[src/rtl/caeco_sched_pkg.sv]
// Shared types and constants for the CAECO scheduler: FSM states, register
// offsets, control/status bit positions and the input byte-swap.
package caeco_sched_pkg;

  typedef enum logic [1:0] {
    ST_IDLE,
    ST_RUN,
    ST_WAIT_RES,
    ST_ABORT
  } state_t;

  localparam logic [31:0] OFF_DATA   = 32'd0;
  localparam logic [31:0] OFF_CTRL   = 32'd1;
  localparam logic [31:0] OFF_STATUS = 32'd3;

  localparam logic OWNER_CPU = 1'b0;
  localparam logic OWNER_DM  = 1'b1;

  localparam int CTRL_EN      = 2;
  localparam int CTRL_LAST    = 3;
  localparam int CTRL_RUN     = 4;
  localparam int CTRL_START   = 5;
  localparam int CTRL_RELEASE = 6;

  localparam int STAT_BUSY    = 0;
  localparam int STAT_OWNER   = 1;
  localparam int STAT_DONE    = 2;
  localparam int STAT_FULL    = 3;
  localparam int STAT_ERR_LSB = 4;
  localparam int STAT_CNT_LSB = 8;

  function automatic logic [31:0] byte_swap(input logic [31:0] w);
    return {w[23:16], w[31:24], w[7:0], w[15:8]};
  endfunction

endpackage

[src/rtl/caeco_sync_fifo.sv]
// Single-clock FIFO with flush; the head entry is presented combinationally
// from the storage registers so the consumer sees it the cycle after a push.
module caeco_sync_fifo #(
  parameter int WIDTH = 33,
  parameter int DEPTH = 4,
  localparam int AW    = $clog2(DEPTH),
  localparam int CNT_W = AW + 1
) (
  input  logic             clk,
  input  logic             rst,
  input  logic             push,
  input  logic             pop,
  input  logic             flush,
  input  logic [WIDTH-1:0] din,
  output logic [WIDTH-1:0] dout,
  output logic             full,
  output logic             empty,
  output logic [CNT_W-1:0] count
);

  logic [WIDTH-1:0] mem [DEPTH];
  logic [AW-1:0]    wr_ptr;
  logic [AW-1:0]    rd_ptr;
  logic             do_push;
  logic             do_pop;

  assign full    = (count == CNT_W'(DEPTH));
  assign empty   = (count == '0);
  assign do_push = push && !full;
  assign do_pop  = pop && !empty;
  assign dout    = mem[rd_ptr];

  always_ff @(posedge clk) begin
    if (rst) begin
      // NOTE: storage is cleared on reset because the head word drives a
      // module output directly and must read as zero after reset.
      for (int i = 0; i < DEPTH; i++) mem[i] <= '0;
      wr_ptr <= '0;
      rd_ptr <= '0;
      count  <= '0;
    end else if (flush) begin
      wr_ptr <= '0;
      rd_ptr <= '0;
      count  <= '0;
    end else begin
      if (do_push) begin
        mem[wr_ptr] <= din;
        wr_ptr      <= wr_ptr + 1'b1;
      end
      if (do_pop) rd_ptr <= rd_ptr + 1'b1;
      case ({do_push, do_pop})
        2'b10:   count <= count + 1'b1;
        2'b01:   count <= count - 1'b1;
        default: count <= count;
      endcase
    end
  end

endmodule

[src/rtl/caeco_scheduler.sv]
// Two-requester (CPU MMIO / debug module) arbiter and job sequencer for the
// shared CAECO streaming core, with input FIFO, result capture and timeout.
module caeco_scheduler
  import caeco_sched_pkg::*;
#(
  parameter logic [31:0] BASE_ADDR  = 32'hC000_0010,
  parameter int          FIFO_DEPTH = 4,
  parameter logic [15:0] TIMEOUT    = 16'd4096
) (
  input  logic        clk,
  input  logic        rst,
  input  logic        cpu_en,
  input  logic        cpu_wen,
  input  logic [31:0] cpu_addr,
  input  logic [31:0] cpu_wdata,
  output logic [31:0] cpu_rdata,
  input  logic        dm_wen,
  input  logic        dm_cmd,
  input  logic [31:0] dm_wdata,
  output logic [31:0] dm_status,
  output logic [31:0] core_din,
  output logic        core_din_valid,
  input  logic        core_din_ready,
  output logic        core_din_last,
  output logic [1:0]  core_cmd,
  output logic        core_en,
  output logic        core_rstn,
  input  logic [31:0] core_result,
  input  logic        core_result_valid,
  output logic        irq
);

  localparam int CNT_W = $clog2(FIFO_DEPTH) + 1;

  state_t      state;
  logic        owner_q;      // current owner while busy, last owner while idle
  logic        last_arm_q, done_q, en_q, run_q, irq_q, abort_cnt_q;
  logic [1:0]  cmd_q;
  logic [3:0]  err_q;        // {timeout, overflow, reject_dm, reject_cpu}
  logic [15:0] timer_q;
  logic [31:0] result_q, rdata_q, status;

  logic [32:0]      fifo_dout;
  logic             fifo_full, fifo_empty, fifo_push, fifo_pop, fifo_flush;
  logic [CNT_W-1:0] fifo_count;

  logic cpu_rd, cpu_push, cpu_ctrl, rd_status, rd_result;
  logic owned, own_ctrl, own_push, do_release;
  logic cpu_start, dm_start, grant_cpu, grant_dm;
  logic result_hit, activity, timeout_hit, set_ovf, set_rej_cpu, set_rej_dm;
  logic [31:0] own_word;
  logic [4:0]  grant_cfg;
  logic [15:0] timer_inc;
  logic [3:0]  err_set;

  assign cpu_rd    = cpu_en && !cpu_wen;
  assign cpu_push  = cpu_en && cpu_wen && (cpu_addr == BASE_ADDR + OFF_DATA);
  assign cpu_ctrl  = cpu_en && cpu_wen && (cpu_addr == BASE_ADDR + OFF_CTRL);
  assign rd_status = cpu_rd && (cpu_addr == BASE_ADDR + OFF_STATUS);
  assign rd_result = cpu_rd && (cpu_addr == BASE_ADDR + OFF_DATA);

  assign owned      = (state == ST_RUN) || (state == ST_WAIT_RES);
  assign own_word   = (owner_q == OWNER_DM) ? dm_wdata : cpu_wdata;
  assign own_ctrl   = owned && ((owner_q == OWNER_DM) ? dm_cmd : cpu_ctrl);
  assign own_push   = owned && ((owner_q == OWNER_DM) ? dm_wen : cpu_push);
  assign do_release = own_ctrl && own_word[CTRL_RELEASE];

  // Round-robin on a tie: the requester that did not own last time wins.
  assign cpu_start = (state == ST_IDLE) && cpu_ctrl && cpu_wdata[CTRL_START];
  assign dm_start  = (state == ST_IDLE) && dm_cmd && dm_wdata[CTRL_START];
  assign grant_dm  = dm_start && (!cpu_start || owner_q == OWNER_CPU);
  assign grant_cpu = cpu_start && !grant_dm;
  assign grant_cfg = grant_dm ? dm_wdata[4:0] : cpu_wdata[4:0];

  assign fifo_push   = own_push && !do_release && !fifo_full;
  assign set_ovf     = own_push && !do_release && fifo_full;
  assign fifo_pop    = core_din_valid && core_din_ready;
  assign result_hit  = (state == ST_WAIT_RES) && core_result_valid && !do_release;
  assign activity    = fifo_push || fifo_pop || result_hit;
  assign timer_inc   = timer_q + 16'd1;
  assign timeout_hit = owned && !activity && !do_release && (timer_inc == TIMEOUT);
  assign fifo_flush  = do_release || timeout_hit;

  assign set_rej_cpu = ((state == ST_IDLE) && ((cpu_ctrl && !grant_cpu) || cpu_push)) ||
                       (((owned && owner_q == OWNER_DM) || state == ST_ABORT) && (cpu_ctrl || cpu_push));
  assign set_rej_dm  = ((state == ST_IDLE) && ((dm_cmd && !grant_dm) || dm_wen)) ||
                       (((owned && owner_q == OWNER_CPU) || state == ST_ABORT) && (dm_cmd || dm_wen));
  assign err_set     = {timeout_hit, set_ovf, set_rej_dm, set_rej_cpu};

  always_comb begin
    // NOTE: every combinational output gets a default first so no latch can form.
    status                         = '0;
    status[STAT_BUSY]              = (state != ST_IDLE);
    status[STAT_OWNER]             = (state != ST_IDLE) && owner_q;
    status[STAT_DONE]              = done_q;
    status[STAT_FULL]              = fifo_full;
    status[STAT_ERR_LSB +: 4]      = err_q;
    status[STAT_CNT_LSB +: 3]      = 3'(fifo_count);
  end

  caeco_sync_fifo #(.WIDTH(33), .DEPTH(FIFO_DEPTH)) u_fifo (
    .clk   (clk),
    .rst   (rst),
    .push  (fifo_push),
    .pop   (fifo_pop),
    .flush (fifo_flush),
    .din   ({last_arm_q, byte_swap(own_word)}),
    .dout  (fifo_dout),
    .full  (fifo_full),
    .empty (fifo_empty),
    .count (fifo_count)
  );

  // NOTE: all state below uses non-blocking assignments so every register
  // samples pre-edge values; later assignments in the block take priority.
  always_ff @(posedge clk) begin
    if (rst) begin
      state       <= ST_IDLE;
      owner_q     <= OWNER_DM;
      last_arm_q  <= 1'b0;
      done_q      <= 1'b0;
      en_q        <= 1'b0;
      run_q       <= 1'b0;
      irq_q       <= 1'b0;
      abort_cnt_q <= 1'b0;
      cmd_q       <= '0;
      err_q       <= '0;
      timer_q     <= '0;
      result_q    <= '0;
      rdata_q     <= '0;
    end else begin
      irq_q <= 1'b0;
      // A sticky bit that sets during a clearing status read stays set.
      if (rd_status) begin
        done_q <= result_hit;
        err_q  <= err_set;
      end else begin
        done_q <= done_q | result_hit;
        err_q  <= err_q | err_set;
      end
      if (cpu_rd) rdata_q <= rd_status ? status : (rd_result ? result_q : '0);
      timer_q <= (!owned || activity) ? '0 : timer_inc;
      if (fifo_push) last_arm_q <= 1'b0;

      unique case (state)
        ST_IDLE: begin
          if (grant_cpu || grant_dm) begin
            owner_q    <= grant_dm;
            cmd_q      <= grant_cfg[1:0];
            en_q       <= grant_cfg[CTRL_EN];
            last_arm_q <= grant_cfg[CTRL_LAST];
            run_q      <= grant_cfg[CTRL_RUN];
            state      <= ST_RUN;
          end
        end
        ST_RUN, ST_WAIT_RES: begin
          if (do_release) begin
            state <= ST_IDLE;
          end else if (result_hit) begin
            result_q <= core_result;
            irq_q    <= 1'b1;
            state    <= ST_IDLE;
          end else if (timeout_hit) begin
            run_q       <= 1'b0;
            abort_cnt_q <= 1'b0;
            state       <= ST_ABORT;
          end else begin
            if (own_ctrl) begin
              cmd_q      <= own_word[1:0];
              en_q       <= own_word[CTRL_EN];
              last_arm_q <= own_word[CTRL_LAST];
              run_q      <= own_word[CTRL_RUN];
            end
            if (state == ST_RUN && fifo_pop && fifo_dout[32]) state <= ST_WAIT_RES;
          end
        end
        ST_ABORT: begin
          if (abort_cnt_q) state <= ST_IDLE;
          else abort_cnt_q <= 1'b1;
        end
        default: state <= ST_IDLE;
      endcase
    end
  end

  assign cpu_rdata      = rdata_q;
  assign dm_status      = status;
  assign core_din       = fifo_dout[31:0];
  assign core_din_last  = fifo_dout[32];
  assign core_din_valid = (state == ST_RUN) && !fifo_empty;
  assign core_cmd       = cmd_q;
  assign core_en        = en_q;
  assign core_rstn      = run_q;
  assign irq            = irq_q;

endmodule

[config.mk]
export PLATFORM = sky130hd
export DESIGN_NAME = caeco_scheduler
export DESIGN_NICKNAME = d
export VERILOG_FILES = /design/src/rtl/caeco_sched_pkg.sv /design/src/rtl/caeco_sync_fifo.sv /design/src/rtl/caeco_scheduler.sv
export SDC_FILE = /design/constraint.sdc
export NUM_CORES = 1
export LEC_CHECK = 0
export ABC_CLOCK_PERIOD_IN_PS = 5090
export BUFFER_PORTS_ARGS = -buffer_cell sky130_fd_sc_hd__buf_2
export CORE_UTILIZATION = 30
export CTS_CLUSTER_DIAMETER = 200
export CTS_CLUSTER_SIZE = 12
export DETAILED_ROUTE_END_ITERATION = 8
export SYNTH_ARGS = -nofsm -noshare
export SYNTH_HDL_FRONTEND = slang
export SYNTH_SLANG_ARGS = --single-unit
[constraint.sdc]
create_clock -name clk -period 5.09 [get_ports clk]
set_input_delay 0.2545 -clock clk [delete_from_list [all_inputs] [get_ports clk]]
set_output_delay 0.2545 -clock clk [all_outputs]
set_load 0.05 [all_outputs]
==> results_dict.tcl, run 1 <==
set metrics [dict create \
    outcome "complete, no violations" \
    area_growth_pct 23.0 \
    drt-total-wl_mm 27.5 \
    min_period_ns 3.53 \
    num_rows 68 \
    root_buffer "clkbuf_16" \
    initial_core_util_pct 30.5 \
    clock_sinks 236 \
    placed_area_um2 12000 \
    p_int_mw 3.14 \
    dr_wl_met3_mm 2.06 \
    grt_pass1_wl_mm 42.8 \
    wl_per_cell_um 16.4 \
    critPathLaunchType "flop" \
    setup-tns-final_ns 0 \
    io_pins 239 \
    min_period_over_period_pct 69.4 \
    antenna_found_initial 6 \
    asyncSetResetFlopFracSynth_pct 0 \
    final_common_cell "buf_2" \
    grt_use_total_pct 15.0 \
    port_buffers 217 \
    clkSlewWorstSetupHoldPaths_ns 0.07 \
    cts_buffers 23 \
    grt_overflow 0 \
    avgViaCountPerCell 4.81 \
    top_layer "met5" \
    cts_buffer_depth 3 \
    slew_viol_final 0 \
    cts_max_level 1 \
    crit_type "reg2reg" \
    grt_pass1_vias 7751 \
    ant_nets 0 \
    dieArea_um2 36000 \
    dr_wl_met2_mm 12.9 \
    synthDistinctLibCells 63 \
    seq_power_share_pct 49.5 \
    swShare_pct 26.5 \
    cts_setup_buffers 0 \
    yosys_warnings 0 \
    ys.flop_type "edfxtp_1" \
    grt_setup_unrepaired "false" \
    die_y_um 190 \
    first_pass_iters 5 \
    hold_violations 0 \
    num_vias 8042 \
    critPathMaxFanout 34 \
    avgSynthCellArea_um2 10.7 \
    cts_tree "built" \
    switchingPower_mw 1.13 \
    tightestPinTransition_ns 0.913 \
    drt_iter0_drc 382 \
    worst_setup_path_end_kind "flop" \
    clkLatencyLatePin_ns 0.53 \
    core_area_um2 34600 \
    drc 0 \
    crit_required_ns 5.24 \
    mostFrequentLayoutCells "buf_2, nor2_1, edfxtp_1" \
    power_density_nw_per_um2 328 \
    layout-drive-gt1-share_pct 25.6 \
    max_cap_violations 0 \
    fin_nets 1349 \
    yosysSeqAreaShare_pct 57.2 \
    pwr-share-comb_pct 12.9 \
    pwr-share-clk_pct 37.6 \
    setup_viol 0 \
    synth_edf_count 132 \
    hpwl_mm 18.5 \
    arrival_ns 3.68 \
    grt_max_degree 84 \
    leakagePower_nw 5.15 \
    ir_worst_vdd_mv 0.222 \
    synth-seq-cells 236 \
    postSynthCellCount 984 \
    gp_congestion 0.826 \
    cts_hold_buf 32 \
    fin_skew_ns 0.0112 \
    cts-resized-gates 0 \
    die_w_um 190 \
    fmax_ghz 0.283 \
    syn_area_um2 10600 \
    finalInstanceArea_um2 13000 \
    hold_path_class "in2reg" \
    drt-met1-wl_mm 11.9 \
    relSlewSlack_pct 39.1 \
]
==> per-layer routing <==
metal  up-vias  track usage (%)
met5         -                0
met4         6             3.60
met3        47             3.36
met2       247             24.9
met1      3846             20.0
li1       3896                -
==> sequential cells by signal (all words and copies together), names as in the netlist, 2 cells and up, named ones only <==
name and flops:
u_fifo.count 3, cpu_rdata 32, state 2, timer_q 16, result_q 32, core_cmd 2
u_fifo.mem 132, u_fifo.rd_ptr 2, u_fifo.wr_ptr 2, err_q 4
==> power by group through the flow <==
stage	clock network, mW	registers [mW]	logic [mW]
final	1.60	2.12	0.551
after global routing	1.71	2.12	0.593
after CTS	1.65	2.12	0.557
after detailed placement	0	2.16	0.538
after global placement	0	2.15	0.535
after floorplan	0	2.19	0.337
==> logic make-up (layout without fill, tap and decap cells) <==
logic type	count (synthesis)	in the layout	share of synthesized area [%]
mux	70	70	10.6
flops	236	236	57.2
compound gates	119	119	6.73
other cells	1	24	0.0355
fa+ha+maj	9	9	1.14
simple gates	424	424	18.0
xor+xnor	20	20	1.66
buf+inv	105	316	4.67
==> Yosys cell counts, drive strengths merged, types with 2 or more instances <==
master | count | area [µm²]
nor2 | 187 | 702
edfxtp | 132 | 3960
nand2 | 114 | 428
dfxtp | 104 | 2080
a21oi | 72 | 360
clkbuf | 55 | 208
mux2i | 35 | 350
nand3 | 35 | 185
buf | 33 | 223
mux4 | 33 | 743
nor3 | 20 | 115
inv | 16 | 60.1
nor4 | 11 | 68.8
or3 | 11 | 68.8
a221oi | 10 | 87.6
nand4 | 10 | 68.8
o21ai | 10 | 50.1
xnor2 | 10 | 87.6
xor2 | 10 | 87.6
ha | 8 | 100
or4 | 7 | 56.3
nand2b | 5 | 31.3
a22oi | 4 | 30.0
and2 | 4 | 25.0
and3 | 4 | 25.0
nor3b | 4 | 30.0
o311ai | 4 | 35.0
a31oi | 3 | 18.8
o31ai | 3 | 22.5
a211oi | 2 | 15.0
and4b | 2 | 20.0
mux2 | 2 | 22.5
nand4b | 2 | 17.5
o21a | 2 | 15.0
or2 | 2 | 12.5
==> final cells by class <==
| class | instances | area, µm² |
|---|---|---|
| clock buffer | 34 | 617 |
| inverter | 17 | 63.8 |
| tap | 455 | 569 |
| antenna | 3 | 7.51 |
| fill | 3443 | 21600 |
| sequential | 236 | 6050 |
| multi-input combinational | 663 | 4140 |
| timing repair buffer | 263 | 1510 |
| clock inverter | 2 | 50.0 |
==> worst max-delay path: stages, from the launching register on <==
cell and delay (ns):
dfxtp_1 0.38, inv_1 0.10, ha_1 0.53, nand2_1 0.12, nor4_1 0.26, a31oi_1 0.22, or3_1 0.37, nor2_1 0.13
nand2_1 0.07, buf_4 0.26, nand2_2 0.69
==> path summary, 6_finish.rpt <==
kind	end	depth (start not counted)	start	slack, ns
setup reg to reg	u_fifo.mem[2][14]$_SDFFCE_PN0P_	10	state[0]$_SDFFE_PP0P_	1.56
hold reg to reg	cpu_rdata[22]$_SDFFE_PP0P_	2	cpu_rdata[22]$_SDFFE_PP0P_	0.45
hold / removal	err_q[1]$_SDFF_PP0_	3	dm_cmd	0.08
setup / recovery	u_fifo.mem[2][14]$_SDFFCE_PN0P_	10	state[0]$_SDFFE_PP0P_	1.56
==> through the flow <==
| step | cells | hold slack [ns] | total power, mW | util [%] | setup slack [ns] |
|---|---|---|---|---|---|
| 2_1_floorplan | 1004 | 0.390 | 2.53 | - | 0.327 |
| 3_3_place_gp | 1602 | 0.437 | 2.69 | 34.7 | 1.65 |
| 3_5_place_dp | 1602 | 0.441 | 2.69 | 34.7 | 1.53 |
| 4_1_cts | 1670 | 0.0495 | 4.32 | 37.6 | 1.52 |
| 5_1_grt | 1672 | 0.0971 | 4.43 | 37.6 | 1.22 |
| 6_report | 1673 | 0.0758 | 4.27 | 37.6 | 1.56 |
(Power assumes the default switching activity.)
==> inputs of run 2 (changes only) <==
--- a/config.mk
+++ b/config.mk
@@ -5,7 +5,8 @@
 export SDC_FILE = /design/constraint.sdc
 export NUM_CORES = 1
 export LEC_CHECK = 0
-export ABC_CLOCK_PERIOD_IN_PS = 5090
+export ABC_AREA = 1
+export ABC_CLOCK_PERIOD_IN_PS = 3400
 export BUFFER_PORTS_ARGS = -buffer_cell sky130_fd_sc_hd__buf_2
 export CORE_UTILIZATION = 30
 export CTS_CLUSTER_DIAMETER = 200
==> constraint.sdc (replaced) <==
create_clock -name clk -period 3.4 [get_ports clk]
set_input_delay 0.17 -clock clk [delete_from_list [all_inputs] [get_ports clk]]
set_output_delay 0.17 -clock clk [all_outputs]
set_load 0.05 [all_outputs]
==> run 2 against run 1 <==
Net effect: setup slack worse by 0.99 ns; flip-flop and latch count stayed put; die area is 5.1% higher; via count is 18% higher; synthesized cell count is 35% higher; register-to-register slack worse by 0.99 ns; cell count is 22% higher; final area is 4.4% higher; fmax is 25% higher; wire length is 10% higher; hold slack worse by 0.061 ns.
==> results_dict.tcl, run 2 <==
set metrics [dict create \
    ant_nets 0 \
    slowest_stage "dfxtp_1" \
    diodes 0 \
    min-delay-start "dm_wen" \
    setup_viol 0 \
    outcome "complete, no violations" \
    cts_buffers 23 \
    synth_common_cells "nand2_1, nor2_1, edfxtp_1" \
    slowest_delay_ns 0.40 \
    avgSynthCellArea_um2 8.39 \
    hpwl_mm 20.6 \
    clkSlewWorstSetupHoldPaths_ns 0.06 \
    tightestPinTransition_ns 1.10 \
    worst_path_most_repeated_cell "inv_1" \
    cts_tree "built" \
    min_period_over_period_pct 83.2 \
    hold_path_class "in2reg" \
    cts_max_level 1 \
    core_area_um2 36500 \
    cts-resized-gates 0 \
    yosys.area_share.adder_pct 1.08 \
    largest_reg_flops 132 \
    antenna_found_initial 3 \
    drc 0 \
    largest-register "u_fifo.mem" \
    total_power_mw 8.02 \
    grt_pass1_wl_mm 48.7 \
    power_density_nw_per_um2 590 \
    critPathLaunchType "flop" \
    synth.most_common_cell "nand2_1" \
    ir_worst_vdd_mv 0.395 \
    root_buffer "clkbuf_16" \
    critPathMaxFanout 19 \
    slew_viol_final 0 \
    crit_type "reg2reg" \
    asyncSetResetFlopFracSynth_pct 0 \
    port_buffers 217 \
    drt-total-wl_mm 30.3 \
    synth_simple_gate_area_share_pct 24.1 \
    r2r-end "u_fifo.mem[0][29]$_SDFFCE_PN0P_" \
    yosysSeqAreaShare_pct 54.4 \
    layout-drive-gt1-share_pct 20.4 \
    path_cells "inv_1 > ha_1 > inv_1 > nor2_1 > inv_1 > o21ai_2 > nand3_4 > nor2_4 > inv_4 > nor2_8 > nand2_4 > nand2_2 > buf_12" \
    synth_edf_count 132 \
    hold_violations 0 \
    cts_buffer_depth 3 \
    clock_sinks 236 \
    cts_hold_buf 32 \
    synth_top_family_by_area "simple AND/OR/NAND/NOR gates" \
    die_y_um 195 \
    synth.largest_area_cell "edfxtp_1" \
    setup-tns-final_ns 0 \
    synthDistinctLibCells 45 \
    arrival_ns 3.05 \
    drt_iter0_drc 472 \
    grt_pass1_vias 9402 \
    grt_overflow 0 \
    clkLatencyLatePin_ns 0.52 \
    first_pass_iters 6 \
    yosys_warnings 0 \
    leakagePower_nw 5.66 \
    synth_top_cell_area_share_pct 35.6 \
    fillers 3713 \
    postSynthCellCount 1326 \
    cts_setup_buffers 0 \
    whs_path_depth 3 \
    grt_setup_unrepaired "false" \
    instances_no_fill 2033 \
    synth_area_leaders "edfxtp_1, dfxtp_1, nand2_1" \
    synth_compound_area_share_pct 10.8 \
    relSlewSlack_pct 26.3 \
    seq_area_um2 6050 \
    fin_skew_ns 0.0127 \
    holdPathEnd "err_q[1]$_SDFF_PP0_" \
    multi_input_area_um2 4240 \
    gp_congestion 0.782 \
    regToRegSetupSlack_ns 0.57 \
    area_growth_pct 22.1 \
    r2r_start "state[0]$_SDFFE_PP0P_" \
    num_vias 9471 \
    syn_area_um2 11100 \
    mostFrequentLayoutCells "nand2_1, nor2_1, buf_2" \
    min_period_ns 2.83 \
    placed_area_um2 12600 \
    fin_nets 1699 \
    r2r_cells 13 \
    synth-seq-cells 236 \
    finalInstanceArea_um2 13600 \
    ys.flop_type "edfxtp_1" \
    io_pins 239 \
    dp_cells 1965 \
    max_cap_violations 0 \
    fmax_ghz 0.353 \
    die_w_um 195 \
    synth-xor-area-share_pct 0.709 \
    initial_core_util_pct 30.5 \
    worst_setup_path_end_kind "flop" \
    grt_use_total_pct 15.9 \
    grt_max_degree 67 \
    synthMuxAreaShare_pct 0.630 \
    wl_per_cell_um 14.9 \
    final_common_cell "nand2_1" \
    crit_required_ns 3.62 \
    avgViaCountPerCell 4.66 \
    num_rows 70 \
    dieArea_um2 37800 \
]
==> run 2: cell types whose count changed after synthesis, sizes merged, moves of 10 or more <==
cell / change
a221oi: -10
buf: +12
clkbuf: -12
inv: +99
mux2i: -28
mux4: -33
nand2: +172
nor2: +103
nor3: -12
nor4: -11
o21ai: +89
o22ai: +33
or3: -11
==> run 2: cell families after synthesis <==
group / count (synthesis)
mux: 7
simple gates: 636
fa+ha+maj: 9
buf+inv: 204
compound gates: 224
other cells: 1
flops: 236
xor+xnor: 9
==> run 2: layer usage <==
metal  share of wire, %  GRT usage (%)  wire [µm]
met3                6.9           3.61       2080
met5               0.11              0         32
met4                1.7           3.06        500
met2                 48           27.7      14400
met1                 44           20.0      13200
==> run 2: stage by stage <==
step	setup WS, ns	utilization, %	hold slack (ns)
floorplan	0.137	-	0.314
global placement	0.601	34.5	0.421
detailed placement	0.550	34.5	0.425
CTS	0.565	37.2	0.0000208
global route	0.395	37.2	0.0404
finish	0.570	37.2	0.0147
==> run 2: power breakdown <==
part | internal, mW | leakage (nW) | switching [mW]
logic | 0.597 | 3.14 | 1.70
registers | 3.25 | 2.21 | 0.108
clock network | 1.32 | 0.315 | 1.04
total | 5.16 | 5.66 | 2.85
==> run 2: critical path, delay by kind of cell (launching register included) <==
kind	cells	cell delay [ns]
AO/OA/AOI/OAI	1	0.21
adder cells (fa/ha/maj)	1	0.30
buffers and inverters	5	0.59
flip-flops	1	0.40
AND/OR/NAND/NOR	6	1.02
==> run 2: worst max path at each step <==
stage	startpoint	to	slack [ns]	cells after the start
floorplan	u_fifo.count[0]$_SDFFE_PP0P_	u_fifo.count[2]$_SDFFE_PP0P_	0.14	11
global placement	cpu_addr[5]	u_fifo.mem[0][19]$_SDFFCE_PN0P_	0.60	15
detailed placement	cpu_addr[8]	u_fifo.mem[1][14]$_SDFFCE_PN0P_	0.55	14
CTS	state[0]$_SDFFE_PP0P_	u_fifo.mem[0][29]$_SDFFCE_PN0P_	0.56	13
global route	state[0]$_SDFFE_PP0P_	u_fifo.mem[0][20]$_SDFFCE_PN0P_	0.39	13
finish	state[0]$_SDFFE_PP0P_	u_fifo.mem[0][29]$_SDFFCE_PN0P_	0.57	13
==> run 2: layout make-up <==
class | instances | area share [%]
Timing Repair Buffer | 271 | 11.8
Sequential cell | 236 | 44.5
Tap cell | 468 | 4.31
Inverter | 116 | 3.22
Clock buffer | 34 | 4.54
Multi-Input combinational cell | 906 | 31.3
Clock inverter | 2 | 0.286
==> inputs of run 3 (changes only) <==
--- a/config.mk
+++ b/config.mk
@@ -6,7 +6,7 @@
 export NUM_CORES = 1
 export LEC_CHECK = 0
 export ABC_AREA = 1
-export ABC_CLOCK_PERIOD_IN_PS = 3400
+export ABC_CLOCK_PERIOD_IN_PS = 2600
 export BUFFER_PORTS_ARGS = -buffer_cell sky130_fd_sc_hd__buf_2
 export CORE_UTILIZATION = 30
 export CTS_CLUSTER_DIAMETER = 200
==> constraint.sdc (replaced) <==
create_clock -name clk -period 2.6 [get_ports clk]
set_input_delay 0.13 -clock clk [delete_from_list [all_inputs] [get_ports clk]]
set_output_delay 0.13 -clock clk [all_outputs]
set_load 0.05 [all_outputs]
==> run 3 against run 2 <==
Net effect: global-route usage up 0.82 points; via count up 1.6%; fmax up 14%; die area unchanged; hold slack better by 0.0012 ns; sequential share of layout area down 1.2 points; core utilization up 1.1 points; register-to-register slack worse by 0.45 ns; setup slack worse by 0.45 ns; total power up 35%; non-clock buffer count up 26; clock skew up 0.0076 ns; critical path type unchanged.
==> results_dict.tcl, run 3 (same netlist as run 2, synthesis figures left out) <==
set metrics [dict create \
    outcome "complete, no violations" \
    drt_iter0_drc 653 \
    holdPathEnd "u_fifo.mem[1][4]$_SDFFCE_PN0P_" \
    initial_core_util_pct 30.5 \
    fmax_ghz 0.404 \
    leakagePower_nw 5.84 \
    min_period_over_period_pct 95.2 \
    drt-total-wl_mm 32.0 \
    r2r_start "state[1]$_SDFFE_PP0P_" \
    slew_viol_final 0 \
    power_density_nw_per_um2 775 \
    r2r-end "u_fifo.mem[3][8]$_DFFE_PP_" \
    grt_pass1_vias 9294 \
    total_power_mw 10.8 \
    crit_type "reg2reg" \
    avgViaCountPerCell 4.67 \
    diodes 0 \
    whs_path_depth 5 \
    num_rows 70 \
    cts_tree "built" \
    dp_cells 1984 \
    grt_pass1_wl_mm 50.4 \
    clock_sinks 236 \
    holdWs_ns 0.0158 \
    area_growth_pct 25.7 \
    dieArea_um2 37800 \
    num_vias 9620 \
    core_area_um2 36500 \
    min_period_ns 2.48 \
    grt_use_total_pct 16.7 \
    antenna_found_initial 1 \
    cts_buffer_depth 3 \
    arrival_ns 2.72 \
    cts_buffers 23 \
    hpwl_mm 22.4 \
    dp_slack_ns 0.0157 \
    drc 0 \
    grt_overflow 0 \
    placed_area_um2 12900 \
    final_common_cell "nand2_1" \
    die_w_um 195 \
    critPathLaunchType "flop" \
    clkSlewWorstSetupHoldPaths_ns 0.06 \
    relSlewSlack_pct 57.6 \
    tightestPinTransition_ns 0.635 \
    cts_max_level 1 \
    largest-register "u_fifo.mem" \
    port_buffers 217 \
    setup_slack_ns 0.124 \
    critPathMaxFanout 11 \
    regToRegSetupSlack_ns 0.12 \
    max_cap_violations 0 \
    finalInstanceArea_um2 14000 \
    largest_reg_flops 132 \
    grt_setup_unrepaired "false" \
    utilization_pct 38.3 \
    fin_skew_ns 0.0204 \
    wl_per_cell_um 15.5 \
    mostFrequentLayoutCells "nand2_1, nor2_1, buf_2" \
    min-delay-start "cpu_wdata[12]" \
    setup_viol 0 \
    hold_violations 0 \
    grt_max_degree 60 \
    layout-drive-gt1-share_pct 21.8 \
    ant_nets 0 \
    r2r_cells 12 \
    crit_required_ns 2.84 \
    fin_nets 1725 \
    hold_path_class "in2reg" \
    die_y_um 195 \
    clkLatencyLatePin_ns 0.53 \
    io_pins 239 \
    gp_congestion 0.826 \
    root_buffer "clkbuf_16" \
    first_pass_iters 6 \
    worst_setup_path_end_kind "flop" \
    setup-tns-final_ns 0 \
    instances_no_fill 2059 \
    cts_setup_buffers 0 \
    ir_worst_vdd_mv 0.495 \
]
==> run 3: repair_timing <==
| action | 4_1_cts | 5_1_grt |
|---|---|---|
| setup endpoints to repair | 0 | 33 |
| gates resized for setup | 0 | 7 |
| hold endpoints to repair | 35 | 0 |
| hold buffers | 38 | 0 |
==> run 3: layout make-up <==
class                   instances  area (µm²)
clock buffers                  34         617
repair buffers                297        1930
fillers                      3727       22500
inverters                     116         438
well taps                     468         586
flip-flops and latches        236        6050
multi-input cells             906        4300
clock inverters                 2        50.0
==> run 3: critical path: stages (launching register included) <==
cell       delay (ns)
dfxtp_1          0.37
inv_1            0.12
ha_4             0.30
inv_1            0.06
nor2_1           0.11
inv_1            0.06
o21ai_2          0.18
nand3_4          0.12
buf_4            0.17
nor2_1           0.09
inv_1            0.08
o21ai_4          0.28
clkbuf_16        0.25
==> run 3: how the worst max path moves through the flow <==
stage | slack [ns] | startpoint | cells past startpoint | to
floorplan | 0.002 | state[0]$_SDFFE_PP0P_ | 11 | u_fifo.mem[3][0]$_DFFE_PP_
global placement | 0.08 | cpu_addr[27] | 14 | u_fifo.mem[3][17]$_DFFE_PP_
detailed placement | 0.02 | cpu_addr[8] | 15 | u_fifo.count[2]$_SDFFE_PP0P_
CTS | 0.06 | state[0]$_SDFFE_PP0P_ | 12 | u_fifo.count[2]$_SDFFE_PP0P_
global route | 0.0007 | state[1]$_SDFFE_PP0P_ | 12 | u_fifo.mem[3][7]$_DFFE_PP_
finish | 0.12 | state[1]$_SDFFE_PP0P_ | 12 | u_fifo.mem[3][8]$_DFFE_PP_
==> run 3: where the power goes <==
part | switching (mW) | internal, mW
Sequential | 0.142 | 4.25
Clock | 1.41 | 1.74
Combinational | 2.31 | 0.980
==> run 3: layer usage <==
metal / vias up / share of wire (%) / GRT usage [%]
met5: - / 0.025 / 0
met4: 2 / 2.0 / 4.14
met2: 317 / 47 / 28.3
met1: 4473 / 44 / 21.4
met3: 42 / 7.0 / 3.80
li1: 4786 / - / -
